[config.mk]
export PLATFORM = sky130hd
export DESIGN_NAME = async_fifo_rd_stream
export DESIGN_NICKNAME = d
export VERILOG_FILES = /design/src/rtl/async_fifo_rd_stream.sv
export SDC_FILE = /design/constraint.sdc
export NUM_CORES = 1
export LEC_CHECK = 0
export CAP_MARGIN = 20
export CORE_ASPECT_RATIO = 1.25
export CORE_MARGIN = 2
export CORE_UTILIZATION = 35
export CTS_BUF_LIST = sky130_fd_sc_hd__clkbuf_4
export CTS_CLUSTER_DIAMETER = 200
export DETAILED_ROUTE_END_ITERATION = 7
export SLEW_MARGIN = 25
export SYNTH_ARGS = -nofsm -noshare
export SYNTH_HDL_FRONTEND = slang
export SYNTH_SLANG_ARGS = --single-unit
[constraint.sdc]
create_clock -name rclk -period 2.8 [get_ports rclk]
set_input_delay 0.42 -clock rclk [delete_from_list [all_inputs] [get_ports rclk]]
set_output_delay 0.42 -clock rclk [all_outputs]
set_load 0.02 [all_outputs]
[src/rtl/async_fifo_rd_stream.sv]
// Read-side adapter for a registered-read async FIFO: pops on !rempty, captures the
// 1-cycle-late rdata into a 2-entry buffer and presents a valid/ready stream with m_last framing.
module async_fifo_rd_stream #(
  parameter int DSIZE   = 8,
  parameter int PKT_LEN = 16
) (
  input  logic             rclk,
  input  logic             rrst,
  output logic             rinc,
  input  logic [DSIZE-1:0] rdata,
  input  logic             rempty,
  output logic             m_valid,
  input  logic             m_ready,
  output logic [DSIZE-1:0] m_data,
  output logic             m_last
);

  localparam int CW = (PKT_LEN > 1) ? $clog2(PKT_LEN) : 1;
  localparam logic [CW-1:0] CNT_LAST = CW'(PKT_LEN - 1);

  logic [1:0]       occ_reg, occ_next;
  logic             inflight_reg;
  logic [DSIZE-1:0] head_reg, head_next;
  logic [DSIZE-1:0] tail_reg, tail_next;
  logic [CW-1:0]    cnt_reg, cnt_next;
  logic             fire;
  logic [2:0]       pending;
  logic [1:0]       occ_after_fire;

  assign m_valid = (occ_reg != 2'd0);
  assign fire    = m_valid & m_ready;
  assign m_data  = head_reg;
  assign m_last  = (cnt_reg == CNT_LAST) & m_valid;

  // Words already owned by this block (buffered or in flight) after this cycle's fire.
  assign pending = {1'b0, occ_reg} + {2'b00, inflight_reg} - {2'b00, fire};
  assign rinc    = ~rrst & ~rempty & (pending < 3'd2);

  always_comb begin
    head_next      = head_reg;
    tail_next      = tail_reg;
    occ_after_fire = occ_reg - {1'b0, fire};
    cnt_next       = cnt_reg;
    occ_next       = pending[1:0];

    if (fire && occ_reg == 2'd2) begin
      head_next = tail_reg;
    end
    // Arriving word lands in the first free slot once this cycle's fire is accounted for.
    if (inflight_reg) begin
      if (occ_after_fire == 2'd0) begin
        head_next = rdata;
      end else begin
        tail_next = rdata;
      end
    end

    if (fire) begin
      cnt_next = (cnt_reg == CNT_LAST) ? '0 : cnt_reg + 1'b1;
    end
  end

  always_ff @(posedge rclk or posedge rrst) begin
    if (rrst) begin
      occ_reg      <= 2'd0;
      inflight_reg <= 1'b0;
      head_reg     <= '0;
      tail_reg     <= '0;
      cnt_reg      <= '0;
    end else begin
      occ_reg      <= occ_next;
      inflight_reg <= rinc;
      head_reg     <= head_next;
      tail_reg     <= tail_next;
      cnt_reg      <= cnt_next;
    end
  end

endmodule

==> results of run 1 <==
[cell families (layout without fill, tap and decap cells)]
family                     Yosys count  count (layout)
AOI/OAI and AO/OA                    8               8
buffers and inverters                4              34
and+or+nand+nor                     11              11
xor gates and xnor gates             2               2
DFF                                 23              23
muxes                               25              25
adders and majority gates            3               3
[Yosys cell counts]
library cell	number
nand3_1	1
nand2_1	3
dfrtp_1	23
nor2b_1	1
mux2_4	8
xnor2_1	2
o21ai_2	1
o21ai_0	2
fa_1	1
buf_4	1
a21o_1	1
o31ai_1	1
mux2_2	17
inv_1	2
nand3b_1	1
or3b_1	1
a21oi_1	1
and4_1	1
or2_2	2
ha_1	2
a311oi_1	1
o211ai_1	1
buf_6	1
nor4_1	1
[cell type report]
type / instances / area, um2 / share of cell area, %
Sequential cell: 23 / 576 / 40.3
Multi-Input combinational cell: 49 / 513 / 35.9
Timing Repair Buffer: 28 / 259 / 18.1
Tap cell: 36 / 45.0 / 3.16
Clock buffer: 3 / 22.5 / 1.58
Inverter: 2 / 7.51 / 0.526
Clock inverter: 1 / 5.00 / 0.351
[power by group through the flow]
stage | Combinational (mW) | Clock, mW | Sequential (mW)
CTS | 0.833 | 0.161 | 0.595
floorplan | 0.497 | 0 | 0.654
global placement | 0.800 | 0 | 0.594
finish | 0.817 | 0.153 | 0.597
detailed placement | 0.820 | 0 | 0.601
global route | 0.899 | 0.173 | 0.620
[metal layers]
| layer | track usage [%] | up-vias | routed length [um] |
|---|---|---|---|
| li1 | - | 334 | - |
| met5 | 0 | - | 0 |
| met3 | 2.47 | 0 | 111 |
| met2 | 19.2 | 18 | 834 |
| met1 | 15.2 | 350 | 909 |
| met4 | 2.81 | 0 | 0 |
[worst max-delay path, stage by stage, from the launching register on]
cell and delay [ns]:
dfrtp_1 0.42, o21ai_2 0.15, buf_4 0.13, nand2_1 0.06
nand2_2 0.07, ha_2 0.17, fa_1 0.44, nor4_2 0.25
buf_2 0.21
[what timing repair did]
action                                  in CTS  in global routing
pin swaps                                    3                  1
buffers inserted                             1                  0
resized for setup                           10                  1
endpoints found under the setup margin       1                  1
[stage by stage]
stage	total power [mW]	area, um2
2_1_floorplan	1.15	1100
3_3_place_gp	1.39	1390
3_5_place_dp	1.42	1390
4_1_cts	1.59	1420
5_1_grt	1.69	1430
6_report	1.57	1430
[path summary, 6_finish.rpt]
path                                         startpoint                      end  cells after the start
worst max-delay path               occ_reg[0]$_DFF_PP0_                     rinc                      8
worst min-delay path            tail_reg[7]$_DFFE_PP0P_  tail_reg[7]$_DFFE_PP0P_                      1
worst max register to register     occ_reg[0]$_DFF_PP0_      m_data[0]$_DFF_PP0_                      4
worst min register to register  tail_reg[7]$_DFFE_PP0P_  tail_reg[7]$_DFFE_PP0P_                      1
max in group asynchronous                          rrst      m_data[6]$_DFF_PP0_                      2
min in group asynchronous                          rrst   inflight_reg$_DFF_PP0_                      2
==> qor.tcl, run 1 <==
set qor(vias_in_the_first_global_route) 731
set qor(post_route_insts_no_fill) 142
set qor(p_sw_share_pct) 33.5
set qor(numPlacedInstances) 137
set qor(grt_start_max_net_pins) 24
set qor(cap_violations) 0
set qor(power.leakage_nw) 0.646
set qor(antenna_cells) 0
set qor(finish.utilization_pct) 48.0
set qor(synth_top_family_by_area) {multiplexers}
set qor(post_synth_instance_area_mm2) 0.00110
set qor(synth_sequential_area_ratio_pct) 52.5
set qor(fmaxAchievable_ghz) 0.381
set qor(final_sum_of_negative_setup_slack_ns) 0
set qor(cts_tree) {done}
set qor(die_x_um) 54.1
set qor(final_layout_size_suffix_gt1_share_pct) 40.6
set qor(synth_mux_area_share_pct) 28.4
set qor(initial_core_util_pct) 36.9
set qor(die_footprint_mm2) 0.00360
set qor(place_worst_setup_slack_ns) -0.508
set qor(gp_routability_congestion) 0.635
set qor(clkLatencyLatePin_ns) 0.31
set qor(vias_per_cell) 4.94
set qor(critical_path_required_ns) 2.38
set qor(synthTopCellsByArea) {dfrtp_1 (52%), mux2_2 (17%), mux2_4 (11%), ha_1 (2.3%), fa_1 (1.8%)}
set qor(cts.hold.buffers_added) 0
set qor(grt_pass1_wl_um) 3110
set qor(timing.hold.ws_ns) 0.513
set qor(max-slew-margin-rel_pct) 41.6
set qor(final-setup-viol-count) 0
set qor(mostFrequentLayoutCells) {dfrtp_1 (23), clkdlybuf4s50_1 (20), mux2_2 (17), mux2_4 (8), buf_4 (6)}
set qor(worst-slew-pin-transition_ns) 0.875
set qor(fin_crit_ns) 2.62
set qor(detail_route.wl_per_cell_um) 13.1
set qor(worst-r2r-setup-slack_ns) 1.02
set qor(ys.warnings.count) 0
set qor(crit_path_end_kind) {primary output}
set qor(synth-adder-area-share_pct) 4.10
set qor(outcome) {finished, final reports clean}
set qor(filler_cells_inserted) 289
set qor(power.net_switching_uw) 525
set qor(cp-start-kind) {register}
set qor(fin_crit_sh_pct) 93.7
set qor(postSynthCellCount) 76
set qor(dr_total_vias) 702
set qor(grt_antenna_before_repair) 0
set qor(final_hold_viol_count) 0
set qor(final.setup.worst_slack_ns) 0.176
set qor(worst_ir_drop_on_vdd_mv) 0.537
set qor(numCtsBuffers) 3
set qor(clock-sinks) 23
set qor(detail-route-antenna-nets) 0
set qor(synth.ff_latch_count) 23
set qor(clock_path_buffers) 2
set qor(design_internal_power_mw) 1.04
set qor(max_slew_vio_count) 0
set qor(synth.largest_area_cell) {dfrtp_1}
set qor(detailedPlacementHpwl_um) 1330
set qor(worst_ep_arrival_time_ns) 2.20
set qor(clkPwrFrac_pct) 9.8
set qor(synth.net_count) 91
set qor(htree_num_levels) 1
set qor(clk_pin_slew_worst_paths_ns) 0.13
set qor(synthSimpleGateAreaFrac_pct) 6.04
set qor(num-nets-final) 122
set qor(die_h_um) 66.6
set qor(fin_worst_skew_ns) 0.00468
set qor(critPathKind) {register to primary output}
set qor(combinationalPowerShare_pct) 52.1
set qor(grt.total_usage_pct) 11.6
set qor(mean_instance_size_in_the_synthesized_netlist_um2) 14.4
set qor(synth.top_cell.area_share_pct) 52.5
set qor(num_rows) 22
set qor(design.core.area_mm2) 0.00297
set qor(area_delta_synth_final_pct) 30.1
set qor(hold_path.class) {register to register}
set qor(power_density_mw_per_mm2) 1100
set qor(grt_setup_unrepaired) {no}
set qor(cts_root_buf) {clkbuf_4}
set qor(drc) 0
set qor(drtPass1Iterations) 2
set qor(synthDistinctLibCells) 24
set qor(wirelength_um) 1860
set qor(dr.first_iter.drc_count) 2
set qor(synth_xor_area_share_pct) 1.60
set qor(most_common_library_cell_in_the_layout_ignoring_fill_and_taps) {dfrtp_1}
set qor(path_max_fanout) 2
set qor(grt_overflow) 0
set qor(io_pins) 23
set qor(port-buffer-count) 22
set qor(synth_compound_area_share_pct) 5.02
set qor(sequentialPowerShare_pct) 38.1
Note: power is estimated with default switching activity, not from simulation.
==> inputs of run 2 (changes only) <==
--- a/config.mk
+++ b/config.mk
@@ -5,13 +5,13 @@
 export SDC_FILE = /design/constraint.sdc
 export NUM_CORES = 1
 export LEC_CHECK = 0
-export CAP_MARGIN = 20
 export CORE_ASPECT_RATIO = 1.25
 export CORE_MARGIN = 2
 export CORE_UTILIZATION = 35
 export CTS_BUF_LIST = sky130_fd_sc_hd__clkbuf_4
 export CTS_CLUSTER_DIAMETER = 200
 export DETAILED_ROUTE_END_ITERATION = 7
+export REMOVE_ABC_BUFFERS = 1
 export SLEW_MARGIN = 25
 export SYNTH_ARGS = -nofsm -noshare
 export SYNTH_HDL_FRONTEND = slang
==> qor.tcl, run 2 (synthesis results as in run 1) <==
set qor(outcome) {finished, final reports clean}
set qor(die_footprint_mm2) 0.00360 ;# unchanged
set qor(area_delta_synth_final_pct) 30.2 ;# about the same
set qor(htree_num_levels) 1 ;# unchanged
set qor(cts.hold.buffers_added) 0 ;# unchanged
set qor(path_max_fanout) 4 ;# +2
set qor(drc) 0 ;# unchanged
set qor(worst_ir_drop_on_vdd_mv) 0.502 ;# -6.5%
set qor(groute.layer.met3.usage_pct) 2.02 ;# -0.45 points
set qor(globalRouteMet1Util_pct) 15.3 ;# +0.043 points
set qor(fin_worst_skew_ns) 0.00681 ;# +0.00213 ns
set qor(grt_antenna_before_repair) 0 ;# unchanged
set qor(grt.total_usage_pct) 11.7 ;# +0.057 points
set qor(fmaxAchievable_ghz) 0.377 ;# -1.1%
set qor(clk_pin_slew_worst_paths_ns) 0.12 ;# about the same
set qor(finish.utilization_pct) 48.1 ;# about the same
set qor(timing.hold.ws_ns) 0.514 ;# +0.000570 ns
set qor(cap_violations) 0 ;# unchanged
set qor(use_met2_pct) 19.2 ;# unchanged
set qor(detail_route.wl_per_cell_um) 12.8 ;# -1.8%
set qor(initial_core_util_pct) 36.9 ;# unchanged
set qor(drtPass1Iterations) 2 ;# unchanged
set qor(final_layout_size_suffix_gt1_share_pct) 39.3 ;# -1.3 points
set qor(power.leakage_nw) 0.651 ;# +0.75%
set qor(clock-sinks) 23 ;# unchanged
set qor(most_common_library_cell_in_the_layout_ignoring_fill_and_taps) {dfrtp_1}
set qor(mostFrequentLayoutCells) {dfrtp_1 (23), clkdlybuf4s50_1 (20), mux2_2 (17), mux2_4 (8), buf_4 (7)}
set qor(area_used_by_multi_input_combinational_logic_um2) 504 ;# -1.7%
set qor(io_pins) 23 ;# unchanged
set qor(grt_start_max_net_pins) 24 ;# unchanged
set qor(critical_path_required_ns) 2.38 ;# about the same
set qor(dr_total_vias) 710 ;# +1.1%
set qor(wirelength_um) 1840 ;# -1.1%
set qor(grt_busiest_layer) {met2}
set qor(final-setup-viol-count) 0 ;# unchanged
set qor(critPathKind) {register to primary output}
set qor(num_rows) 22 ;# unchanged
set qor(max_slew_vio_count) 0 ;# unchanged
set qor(vias_per_cell) 4.97 ;# +0.43%
set qor(seqCellArea_um2) 576 ;# unchanged
set qor(clkLatencyLatePin_ns) 0.30 ;# about the same
set qor(clock_path_buffers) 2 ;# unchanged
set qor(cts_tree) {done}
set qor(crit_path_end_kind) {primary output}
set qor(fin_crit_ns) 2.65 ;# +0.0299 ns
set qor(filler_cells_inserted) 283 ;# -2.1%
set qor(numCtsBuffers) 3 ;# unchanged
set qor(antenna_cells) 0 ;# unchanged
set qor(max-slew-margin-rel_pct) 42.2 ;# +0.56 points
set qor(design.core.area_mm2) 0.00297 ;# unchanged
set qor(detail-route-antenna-nets) 0 ;# unchanged
set qor(worst_ep_arrival_time_ns) 2.23 ;# +0.03 ns
set qor(grt_pass1_wl_um) 3110 ;# unchanged
set qor(die_x_um) 54.1 ;# unchanged
set qor(worst-slew-pin-transition_ns) 0.866 ;# -0.00834 ns
set qor(power_density_mw_per_mm2) 1100 ;# -0.20%
set qor(cp-start-kind) {register}
set qor(post_route_insts_no_fill) 143 ;# +0.70%
set qor(port-buffer-count) 22 ;# unchanged
set qor(num-nets-final) 123 ;# +0.82%
set qor(fin_crit_sh_pct) 94.8 ;# +1.1 points
set qor(hold_path.class) {register to register}
set qor(detailedPlacementHpwl_um) 1340 ;# +0.44%
set qor(vias_in_the_first_global_route) 713 ;# -2.5%
set qor(cts_root_buf) {clkbuf_4}
set qor(grt_overflow) 0 ;# unchanged
set qor(gp_routability_congestion) 0.724 ;# +14%
set qor(final_hold_viol_count) 0 ;# unchanged
set qor(die_h_um) 66.6 ;# unchanged
set qor(numPlacedInstances) 138 ;# +0.73%
set qor(dr.first_iter.drc_count) 3 ;# +1
-- run 2: cell types whose count changed in the layout (fill, tap and decap cells not counted) --
cell,change
buf_4,+1
clkbuf_4,+1
o21ai_1,+1
clkinv_2,-1
or2_2,+1
o21ai_2,-1
or2_4,-1
nand2_1,+1
nand2_2,-1
-- run 2: worst max-delay path, cell delays in order, from the launching register on --
cell and delay [ns]:
dfrtp_1 0.41, o21ai_1 0.16, buf_4 0.15, nand2_1 0.05, nand2_1 0.06, ha_2 0.17, fa_1 0.45, nor4_2 0.26
buf_2 0.22
-- run 2: per-layer routing --
metal	up-vias	share of wire [%]
met3	2	6.0
met4	0	0.65
met2	17	49
li1	339	-
met5	-	0
met1	352	45
-- run 2: worst paths after layout --
kind / from / end / slack (ns) / depth (start not counted)
worst min register to register: tail_reg[7]$_DFFE_PP0P_ / tail_reg[7]$_DFFE_PP0P_ / 0.51 / 1
worst min-delay path: tail_reg[7]$_DFFE_PP0P_ / tail_reg[7]$_DFFE_PP0P_ / 0.51 / 1
worst max register to register: occ_reg[1]$_DFF_PP0_ / inflight_reg$_DFF_PP0_ / 0.88 / 8
worst max-delay path: occ_reg[1]$_DFF_PP0_ / rinc / 0.15 / 8
max in group asynchronous: rrst / tail_reg[3]$_DFFE_PP0P_ / 1.62 / 2
min in group asynchronous: rrst / inflight_reg$_DFF_PP0_ / 0.64 / 2
-- run 2: cell type report --
| type | instances | area share [%] |
|---|---|---|
| clock buffer | 4 | 2.10 |
| tap | 36 | 3.15 |
| inverter | 2 | 0.525 |
| multi-input combinational | 49 | 35.3 |
| sequential | 23 | 40.3 |
| timing repair buffer | 29 | 18.7 |
-- run 2: per-stage QoR --
step / cell area, um2 / setup TNS [ns] / setup WS [ns] / total power [mW]
after CTS: 1420 / 0 / 0.0656 / 1.59
after detailed placement: 1390 / -0.566 / -0.566 / 1.42
final: 1430 / 0 / 0.146 / 1.57
after global placement: 1390 / -0.492 / -0.492 / 1.39
after global routing: 1430 / -0.00705 / -0.00705 / 1.70
after floorplan: 1080 / -0.0281 / -0.0281 / 1.13
-- run 2: power by group --
part | leakage, nW | internal (mW) | switching, mW
clock network | 0.0184 | 0.0650 | 0.0904
logic | 0.352 | 0.491 | 0.331
registers | 0.281 | 0.498 | 0.0901
-- run 2: what timing repair did --
action | in CTS | in global routing
pin swaps | 2 | 1
endpoints found under the setup margin | 1 | 1
buffers inserted | 0 | 1
gates resized for setup | 9 | 0
==> inputs of run 3 (changes only) <==
--- a/config.mk
+++ b/config.mk
@@ -6,7 +6,7 @@
 export NUM_CORES = 1
 export LEC_CHECK = 0
 export CORE_ASPECT_RATIO = 1.25
-export CORE_MARGIN = 2
+export CORE_MARGIN = 10
 export CORE_UTILIZATION = 35
 export CTS_BUF_LIST = sky130_fd_sc_hd__clkbuf_4
 export CTS_CLUSTER_DIAMETER = 200
==> qor.tcl, run 3 (synthesis results as in run 1) <==
set qor(power_density_mw_per_mm2) 1120 ;# +2.0%
set qor(path_max_fanout) 2 ;# -2
set qor(final_layout_size_suffix_gt1_share_pct) 41.3 ;# +2.0 points
set qor(finish.utilization_pct) 48.9 ;# +0.80 points
set qor(grt_setup_unrepaired) {no}
set qor(design.core.area_mm2) 0.00297 ;# unchanged
set qor(detail_route.wl_per_cell_um) 14.3 ;# +11%
set qor(fin_crit_ns) 2.63 ;# -0.0260 ns
set qor(num-nets-final) 125 ;# +1.6%
set qor(fin_worst_skew_ns) 0.00591 ;# -0.000901 ns
set qor(detailedPlacementHpwl_um) 1550 ;# +16%
set qor(numCtsBuffers) 3 ;# unchanged
set qor(clkLatencyLatePin_ns) 0.30 ;# about the same
set qor(die_x_um) 70.1 ;# +30%
set qor(outcome) {finished, final reports clean}
set qor(clk_pin_slew_worst_paths_ns) 0.12 ;# about the same
set qor(clock_path_buffers) 2 ;# unchanged
set qor(htree_num_levels) 1 ;# unchanged
set qor(worst_ep_arrival_time_ns) 2.21 ;# -0.02 ns
set qor(post_route_insts_no_fill) 145 ;# +1.4%
set qor(max-slew-margin-rel_pct) 41.5 ;# -0.68 points
set qor(dr_total_vias) 702 ;# -1.1%
set qor(num_rows) 22 ;# unchanged
set qor(worst_ir_drop_on_vdd_mv) 0.581 ;# +16%
set qor(critical_path_required_ns) 2.38 ;# about the same
set qor(grt_antenna_before_repair) 0 ;# unchanged
set qor(drtPass1Iterations) 4 ;# +2
set qor(crit_start) {occ_reg[0]$_DFF_PP0_}
set qor(cts_tree) {done}
set qor(fin_crit_sh_pct) 93.9 ;# -0.93 points
set qor(cts_root_buf) {clkbuf_4}
set qor(fin_area_mm2) 0.00145 ;# +1.7%
set qor(drc) 0 ;# unchanged
set qor(final-setup-viol-count) 0 ;# unchanged
set qor(vias_per_cell) 4.84 ;# -2.5%
set qor(detail-route-antenna-nets) 0 ;# unchanged
set qor(initial_core_util_pct) 36.9 ;# unchanged
set qor(vias_in_the_first_global_route) 762 ;# +6.9%
set qor(cap_violations) 0 ;# unchanged
set qor(finalPower_mw) 1.62 ;# +3.7%
set qor(mostFrequentLayoutCells) {dfrtp_1 (23), clkdlybuf4s50_1 (20), mux2_2 (17), buf_4 (10), mux2_4 (8)}
set qor(place_worst_setup_slack_ns) -0.556 ;# +0.00937 ns
set qor(io_pins) 23 ;# unchanged
set qor(die_h_um) 82.6 ;# +24%
set qor(dp_area_mm2) 0.00139 ;# unchanged
set qor(grt_pass1_wl_um) 3610 ;# +16%
set qor(cp-start-kind) {register}
set qor(fmaxAchievable_ghz) 0.381 ;# +0.99%
set qor(reg_to_reg_startpoint) {occ_reg[0]$_DFF_PP0_}
set qor(clock-sinks) 23 ;# unchanged
set qor(dr.first_iter.drc_count) 18 ;# +15
set qor(worstHoldStart) {tail_reg[6]$_DFFE_PP0P_}
set qor(cts.hold.buffers_added) 0 ;# unchanged
set qor(port-buffer-count) 22 ;# unchanged
set qor(worst-slew-pin-transition_ns) 0.877 ;# +0.0102 ns
set qor(antenna_cells) 0 ;# unchanged
set qor(final.setup.worst_slack_ns) 0.172 ;# +0.0260 ns
set qor(final_hold_viol_count) 0 ;# unchanged
set qor(max_slew_vio_count) 0 ;# unchanged
set qor(grt_start_max_net_pins) 24 ;# unchanged
set qor(wirelength_um) 2070 ;# +13%
set qor(power.leakage_nw) 0.662 ;# +1.8%
set qor(gp_routability_congestion) 0.696 ;# -3.8%
set qor(most_common_library_cell_in_the_layout_ignoring_fill_and_taps) {dfrtp_1}
set qor(hold_path.class) {register to register}
set qor(grt.total_usage_pct) 7.50 ;# -4.2 points
set qor(critPathKind) {register to primary output}
set qor(numPlacedInstances) 138 ;# unchanged
set qor(crit_path_end_kind) {primary output}
set qor(die_footprint_mm2) 0.00579 ;# +61%
set qor(area_delta_synth_final_pct) 32.4
set qor(grt_overflow) 0 ;# unchanged
run 3: path summary, 6_finish.rpt:
| kind | endpoint | slack [ns] | depth (start not counted) |
|---|---|---|---|
| setup / recovery | rinc | 0.17 | 8 |
| hold / removal | tail_reg[6]$_DFFE_PP0P_ | 0.51 | 1 |
| setup reg to reg | inflight_reg$_DFF_PP0_ | 0.88 | 8 |
| hold reg to reg | tail_reg[6]$_DFFE_PP0P_ | 0.51 | 1 |
| max in group asynchronous | tail_reg[3]$_DFFE_PP0P_ | 1.62 | 2 |
| min in group asynchronous | m_data[5]$_DFF_PP0_ | 0.64 | 2 |
run 3: worst max-delay path: stages (launching register included):
cell,delay [ns]
dfrtp_1,0.41
o21ai_2,0.16
buf_4,0.13
nand2_1,0.05
nand2_1,0.06
ha_2,0.17
fa_1,0.45
nor4_2,0.28
buf_4,0.20
run 3: power breakdown:
| group | internal [mW] | leakage (nW) | switching, mW |
|---|---|---|---|
| combinational | 0.526 | 0.363 | 0.345 |
| clock | 0.0651 | 0.0184 | 0.0926 |
| sequential | 0.498 | 0.281 | 0.0963 |
| total | 1.09 | 0.662 | 0.534 |
run 3: metal layers:
metal / GRT usage [%] / share of wire [%] / vias to the layer above
met2: 12.3 / 44 / 21
met4: 2.37 / 0.39 / 0
met5: 0 / 0 / -
met1: 9.26 / 50 / 337
met3: 2.27 / 5.3 / 2
li1: - / - / 342
run 3: cell type report:
cell class                 count  area [um2]
fill                         277        1520
sequential                    23         576
multi-input combinational     49         510
timing repair buffer          31         284
tap                           36        45.0
clock buffer                   4        30.0
inverter                       2        7.51
run 3: repair_timing:
item,4_1_cts,5_1_grt
endpoints found under the hold margin,0,0
gates cloned,0,0
endpoints found under the setup margin,1,1
setup buffers,3,0
pin swaps,2,1
resized for setup,11,1
run 3: through the flow:
| stage | setup TNS, ns | hold WS [ns] |
|---|---|---|
| global route | 0 | 0.530 |
| global placement | -0.501 | 0.484 |
| floorplan | -0.0281 | 0.422 |
| finish | 0 | 0.513 |
| detailed placement | -0.556 | 0.491 |
| CTS | 0 | 0.520 |
